==> src/rtl/ps2_keyboard_fifo_if.sv <==
`timescale 1ns/1ps
`default_nettype none
// +------------------------------------------------------------------------+
// | Module   : ps2_keyboard_fifo_if                                         |
// | Purpose  : PS/2 pins plus the host-side keycode/irq/status bundle.      |
// | Revision : 1.0 - initial release                                        |
// +------------------------------------------------------------------------+
interface ps2_keyboard_fifo_if;
  logic       device_clock;
  logic       device_data;
  logic       clear_keycode;
  logic       irq;
  logic [7:0] keycode;
  logic       frame_error;
  logic       overflow;

  modport master (
    output device_clock, device_data, clear_keycode,
    input  irq, keycode, frame_error, overflow
  );

  modport slave (
    input  device_clock, device_data, clear_keycode,
    output irq, keycode, frame_error, overflow
  );
endinterface
`default_nettype wire

==> src/rtl/ps2_keyboard_fifo.sv <==
`timescale 1ns/1ps
`default_nettype none
// +------------------------------------------------------------------------+
// | Module   : ps2_keyboard_fifo                                            |
// | Purpose  : PS/2 device-to-host receiver with scancode buffering.        |
// |            Define PS2KB_FIFO_EN for a 2^fifo_depth_log2 byte FIFO,      |
// |            otherwise a single-byte holding register is used.           |
// | Revision : 1.0 - initial release                                        |
// +------------------------------------------------------------------------+
module ps2_keyboard_fifo #(
  parameter logic [15:0] over_time       = 16'd1000,
  parameter int          fifo_depth_log2 = 3
) (
  input  logic                clock,
  input  logic                reset,
  ps2_keyboard_fifo_if.slave  kb
);

  typedef enum logic [1:0] {
    S_IDLE = 2'd0,
    S_RECV = 2'd1,
    S_DONE = 2'd2
  } state_t;

  state_t      r_state;
  logic        r_clk_s1, r_clk_s2, r_clk_s3;
  logic        r_dat_s1, r_dat_s2;
  logic [9:0]  r_shift;
  logic [3:0]  r_count;
  logic [15:0] r_timer;
  logic        r_frame_ok;
  logic        r_frame_error;
  logic        r_overflow;
  logic        r_irq;
  logic [7:0]  r_keycode;

  logic        w_fall;
  logic        w_bit;
  logic [9:0]  w_next_shift;
  logic        w_next_ok;
  logic        w_push;
  logic        w_pop;
  logic        w_accept;
  logic        w_nonempty;
  logic [7:0]  w_head;

  assign w_fall       = ~r_clk_s2 & r_clk_s3;
  assign w_bit        = r_dat_s2;
  assign w_next_shift = {w_bit, r_shift[9:1]};
  // Odd parity over data+parity, and the stop bit must be high.
  assign w_next_ok    = (^w_next_shift[8:0]) & w_next_shift[9];

  always_ff @(posedge clock or posedge reset) begin
    if (reset) begin
      r_clk_s1 <= 1'b1;
      r_clk_s2 <= 1'b1;
      r_clk_s3 <= 1'b1;
      r_dat_s1 <= 1'b1;
      r_dat_s2 <= 1'b1;
    end else begin
      r_clk_s1 <= kb.device_clock;
      r_clk_s2 <= r_clk_s1;
      r_clk_s3 <= r_clk_s2;
      r_dat_s1 <= kb.device_data;
      r_dat_s2 <= r_dat_s1;
    end
  end

  always_ff @(posedge clock or posedge reset) begin
    if (reset) begin
      r_timer <= 16'd0;
    end else if (w_fall) begin
      r_timer <= 16'd0;
    end else if (r_state == S_RECV && r_timer != 16'hFFFF) begin
      r_timer <= r_timer + 16'd1;
    end
  end

  always_ff @(posedge clock or posedge reset) begin
    if (reset) begin
      r_state       <= S_IDLE;
      r_shift       <= 10'd0;
      r_count       <= 4'd0;
      r_frame_ok    <= 1'b0;
      r_frame_error <= 1'b0;
    end else begin
      r_frame_error <= 1'b0;
      case (r_state)
        S_IDLE: begin
          if (w_fall && !w_bit) begin
            r_state <= S_RECV;
            r_count <= 4'd0;
          end
        end
        S_RECV: begin
          if (w_fall) begin
            r_shift <= w_next_shift;
            r_count <= r_count + 4'd1;
            if (r_count == 4'd9) begin
              r_state       <= S_DONE;
              r_frame_ok    <= w_next_ok;
              r_frame_error <= ~w_next_ok;
            end
          end else if (r_timer == over_time - 16'd1) begin
            r_state       <= S_IDLE;
            r_frame_error <= 1'b1;
          end
        end
        S_DONE: begin
          r_state <= S_IDLE;
        end
        default: begin
          r_state <= S_IDLE;
        end
      endcase
    end
  end

  assign w_push = (r_state == S_DONE) && r_frame_ok;
  assign w_pop  = !r_irq && !kb.clear_keycode && w_nonempty;

`ifdef PS2KB_FIFO_EN
  localparam int DEPTH = 1 << fifo_depth_log2;

  logic [7:0]                 r_mem [0:DEPTH-1];
  logic [fifo_depth_log2-1:0] r_wr;
  logic [fifo_depth_log2-1:0] r_rd;
  logic [fifo_depth_log2:0]   r_cnt;
  logic                       w_full;

  assign w_full     = (r_cnt == (fifo_depth_log2 + 1)'(DEPTH));
  assign w_nonempty = (r_cnt != '0);
  assign w_head     = r_mem[r_rd];
  // A pop in the same cycle frees the slot the push is about to use.
  assign w_accept   = w_push && (!w_full || w_pop);

  always_ff @(posedge clock or posedge reset) begin
    if (reset) begin
      r_wr  <= '0;
      r_rd  <= '0;
      r_cnt <= '0;
    end else begin
      if (w_accept) r_wr <= r_wr + 1'b1;
      if (w_pop)    r_rd <= r_rd + 1'b1;
      case ({w_accept, w_pop})
        2'b10:   r_cnt <= r_cnt + 1'b1;
        2'b01:   r_cnt <= r_cnt - 1'b1;
        default: r_cnt <= r_cnt;
      endcase
    end
  end

  always_ff @(posedge clock) begin
    if (w_accept) r_mem[r_wr] <= r_shift[7:0];
  end
`else
  logic [7:0] r_hold;
  logic       r_hold_valid;

  assign w_nonempty = r_hold_valid;
  assign w_head     = r_hold;
  // Single-entry mode: a byte still presented on keycode also counts as occupying the buffer.
  assign w_accept   = w_push && !r_hold_valid && !r_irq;

  always_ff @(posedge clock or posedge reset) begin
    if (reset) begin
      r_hold       <= 8'h00;
      r_hold_valid <= 1'b0;
    end else begin
      if (w_pop) r_hold_valid <= 1'b0;
      if (w_accept) begin
        r_hold       <= r_shift[7:0];
        r_hold_valid <= 1'b1;
      end
    end
  end
`endif

  always_ff @(posedge clock or posedge reset) begin
    if (reset) begin
      r_keycode  <= 8'h00;
      r_irq      <= 1'b0;
      r_overflow <= 1'b0;
    end else begin
      r_overflow <= w_push && !w_accept;
      if (kb.clear_keycode) begin
        r_keycode <= 8'h00;
        r_irq     <= 1'b0;
      end else if (w_pop) begin
        r_keycode <= w_head;
        r_irq     <= 1'b1;
      end
    end
  end

  assign kb.keycode     = r_keycode;
  assign kb.irq         = r_irq;
  assign kb.frame_error = r_frame_error;
  assign kb.overflow    = r_overflow;

endmodule
`default_nettype wire

==> src/flat_wrapper.sv <==
// flat-port wrapper written by rule: the top's interface ports become plain ports
module ps2_keyboard_fifo_flat 
#(
  parameter logic [15:0] over_time       = 16'd1000,
  parameter int          fifo_depth_log2 = 3
)
  (clock, reset, kb_device_clock, kb_device_data, kb_clear_keycode, kb_irq, kb_keycode, kb_frame_error, kb_overflow);
  ps2_keyboard_fifo_if kb_i ();
  input  logic clock;
  input  logic reset;
  input wire logic [$bits(kb_i.device_clock)-1:0] kb_device_clock;
  input wire logic [$bits(kb_i.device_data)-1:0] kb_device_data;
  input wire logic [$bits(kb_i.clear_keycode)-1:0] kb_clear_keycode;
  output wire logic [$bits(kb_i.irq)-1:0] kb_irq;
  output wire logic [$bits(kb_i.keycode)-1:0] kb_keycode;
  output wire logic [$bits(kb_i.frame_error)-1:0] kb_frame_error;
  output wire logic [$bits(kb_i.overflow)-1:0] kb_overflow;
  assign kb_i.device_clock = kb_device_clock;
  assign kb_i.device_data = kb_device_data;
  assign kb_i.clear_keycode = kb_clear_keycode;
  assign kb_irq = kb_i.irq;
  assign kb_keycode = kb_i.keycode;
  assign kb_frame_error = kb_i.frame_error;
  assign kb_overflow = kb_i.overflow;
  ps2_keyboard_fifo #(.over_time(over_time), .fifo_depth_log2(fifo_depth_log2)) u_core (.clock(clock), .reset(reset), .kb(kb_i));
endmodule
==> config.mk <==
export PLATFORM = sky130hd
export DESIGN_NAME = ps2_keyboard_fifo_flat
export DESIGN_NICKNAME = d
export VERILOG_FILES = /design/src/rtl/ps2_keyboard_fifo_if.sv /design/src/rtl/ps2_keyboard_fifo.sv /design/src/flat_wrapper.sv
export SDC_FILE = /design/constraint.sdc
export NUM_CORES = 1
export LEC_CHECK = 0
export CAP_MARGIN = 10
export CORE_MARGIN = 8
export CORE_UTILIZATION = 45
export DETAILED_ROUTE_END_ITERATION = 12
export PLACE_DENSITY = 0.76
export SYNTH_ARGS = -nofsm -noshare
export SYNTH_HDL_FRONTEND = slang
export SYNTH_SLANG_ARGS = --single-unit
==> constraint.sdc <==
create_clock -name clock -period 1.6 [get_ports clock]
set_input_delay 0.32 -clock clock [delete_from_list [all_inputs] [get_ports clock]]
set_output_delay 0.32 -clock clock [all_outputs]
set_load 0.005 [all_outputs]
==> out/metrics.cfg <==
[die]
fp.dieH_um=93.5
die_w_um=93.5
start_util_pct=46.2
coreArea_um2=5850
rows=28
die-area_um2=8730
io_pins=16

[worst_setup_path]
startpoint_type=flip-flop
cp.arrival_ns=1.95
path_buf_inv=1
path_cells=ha_4 -> and4_4 -> o211ai_1 -> buf_4 -> or3_4 -> a21oi_2
critPathMaxStageDelay_ns=0.40
rr_endpoint=u_core.r_timer[8]
crit_fanout=5
crit_path_end_kind=flip-flop
crit_family=simple AND/OR/NAND/NOR gates
rrSetupSlack_ns=-0.09
required_ns=1.86
reg2reg_depth=6
crit_type=reg2reg
cpMaxStageDelayCell=dfrtp_1
path_depth=6
rr_startpoint=u_core.r_timer[1]

[sta]
maxSlewViolCount=0
slew_headroom_pct=66.8
layout_setup_ws_ns=-0.0850
clock.fmax_mhz=593
rsz0062_at_grt=true
setup_viol_count_final=9
clock_skew_ns=0.00889
post-route-min-period_ns=1.69
period_share_pct=105
worst_slew_pin_slew_ns=0.499
final_hold_viol_count=0

[min_path]
hold_path.class=reg2reg
min_from=u_core.r_dat_s1
min_delay_worst_endpoint=u_core.r_dat_s2
hold-path-cell-count=0

[clocking]
max-clock-path-buffers=2
cts.sinks=58
cts_made_buffers=9
clock_latency_ns=0.34
root_buffer=clkbuf_8
cts_tree=done
hold_buffers=0
clkTransAtPathRegs_ns=0.07
cts_htree_levels=3

[power_and_ir_drop]
p_per_area_nw_per_um2=1290
power_w=0.00462
p_leak_nw=1.73
peakVddDrop_mv=0.720

[finish]
instances_no_fill=392
final_util_pct=61.3
diodes=0
multiInputGateArea_um2=1290
n_fill_cell=421
final_layout_size_suffix_gt1_share_pct=30.0
seq_area_um2=1460
area_growth_pct=32.9
layout.nets=320

[synthesis]
ys_types=40
synth_seq_cells=58
ys.flop_type=dfrtp_1
synth_edf_count=0
yosysTopAreaCellShare_pct=49.1
syn_nets=263
avgSynthCellArea_um2=10.6
seq_area_frac_synth_pct=54.0
synth.area.top_cells=dfrtp_1, nand2_1, dfstp_2, mux2i_1, mux2_2
synth_cells=255
synth_top_area_cell=dfrtp_1
synthArstFlopShare_pct=100
ys_warn_count=0
syn_area_um2=2700

[drt]
wl_um=5850
vias=2116
wire_per_inst_um=14.9
first_pass_iters=4
drt_first_iter_violations=122
drc=0
antenna_left=0
via_per_inst=5.40

[global_route]
grt_use_met1_pct=17.4
grt_max_degree=59
grt_pass1_vias=2082
antenna_found_initial=0
grt.total_usage_pct=14.2
grt_overflow=0
met3_usage_pct=4.01
grt-busiest-layer=met2
grt_pass1_wl_um=9910
use_met2_pct=23.0

[placed_design]
place_hpwl_um=3640
place.gp.congestion=0.843
dp.cells=371
numPortBuffers=15

[outcome]
status=finished with violations
violations=negative setup slack

[run]
max_cap_violations=0

[state kept, by name (all words and copies together), names as in the netlist]
name,cells
u_core.r_dat_s1,1
u_core.r_clk_s2,1
u_core.r_hold_valid,1
u_core.r_count,4
u_core.kb.irq,1
u_core.r_shift,10
u_core.r_frame_ok,1
u_core.r_timer,16
u_core.r_clk_s3,1
u_core.r_dat_s2,1
u_core.r_clk_s1,1
u_core.kb.overflow,1
u_core.kb.keycode,8
u_core.r_state,2
u_core.kb.frame_error,1
u_core.r_hold,8
[where the power goes]
group	switching, W	leakage, nW	total (W)	internal (W)
clock	0.000616	0.110	0.00150	0.000889
combinational	0.000583	0.847	0.00124	0.000661
sequential	0.000211	0.774	0.00187	0.00166
total	0.00141	1.73	0.00462	0.00321
[logic make-up after synthesis]
family          share of synthesized area (%)
buf+inv                                  3.06
mux                                      7.41
simple gates                             21.2
fa+ha+maj                                1.39
flops                                    54.0
xor+xnor                                 3.29
compound gates                           9.64
[layout by cell type, fill, tap and decap left out, types with 3 or more instances in the layout]
master / count
nor3_1: 4
nand3_1: 8
a21oi_2: 7
nand2b_1: 3
nor4_1: 3
o21ai_0: 6
nor2_1: 12
inv_1: 8
o21ai_1: 6
buf_4: 37
or3_1: 7
dfrtp_1: 53
clkbuf_8: 9
dfstp_2: 5
nand2_1: 43
or4_1: 3
clkdlybuf4s50_1: 14
o31ai_1: 6
mux2i_1: 11
mux2_2: 8
nand4_1: 4
clkinv_4: 3
buf_6: 3
a21oi_1: 9
[through the flow]
stage                     instance area [um2]  hold WS [ns]  TNS (ns)  setup WS [ns]
after global routing                     3590         0.362     -1.21         -0.168
after detailed placement                 3190         0.350    -0.479        -0.0794
final                                    3590         0.355    -0.408        -0.0850
after CTS                                3500         0.357    -0.278        -0.0749
after global placement                   3190         0.346   -0.0749        -0.0294
after floorplan                          2720         0.324   -0.0196        -0.0196
[per-layer routing]
layer  up-vias  part of all wire [%]
met5         -                     0
met3        10                   4.5
met1      1031                    44
met4         0                   1.9
met2        49                    49
li1       1026                     -
[worst reg2reg max path, stage by stage, from the launching register on]
cell      delay (ns)
dfrtp_1         0.40
ha_4            0.17
and4_4          0.23
o211ai_1        0.19
buf_4           0.21
or3_4           0.32
a21oi_2         0.12
[worst max-delay path by stage]
stage | start | to | slack [ns]
2_1_floorplan | u_core.r_timer[1] | u_core.r_timer[1] | -0.02
3_3_place_gp | u_core.r_timer[1] | u_core.r_timer[11] | -0.03
3_5_place_dp | u_core.r_timer[1] | u_core.r_timer[12] | -0.08
4_1_cts | u_core.r_timer[1] | u_core.r_timer[14] | -0.07
5_1_grt | u_core.r_timer[1] | u_core.r_timer[8] | -0.17
6_report | u_core.r_timer[1] | u_core.r_timer[8] | -0.09
[layout make-up]
cell class / instances / share of cell area (%)
Inverter: 9 / 1.05
Timing Repair Buffer: 56 / 13.5
Multi-Input combinational cell: 178 / 35.9
Clock inverter: 7 / 2.86
Sequential cell: 58 / 40.6
Clock buffer: 9 / 3.45
Tap cell: 75 / 2.62
[what timing repair did]
action | in CTS | in global routing
gates cloned | 1 | 0
gates resized for setup | 10 | 19
setup buffers | 4 | 1
setup endpoints to repair | 12 | 17
pin swaps | 10 | 7
endpoints found under the hold margin | 0 | 0
[cells in the mapped netlist, drive strengths merged, types with 5 or more instances]
cell / count
dfrtp: 53
nor2: 12
dfstp: 5
o31ai: 8
nand3: 8
mux2i: 11
nand2: 43
o21ai: 12
or4: 5
or3: 8
inv: 9
mux2: 8
clkbuf: 6
nand4: 6
a21oi: 16
(Power assumes the default switching activity.)
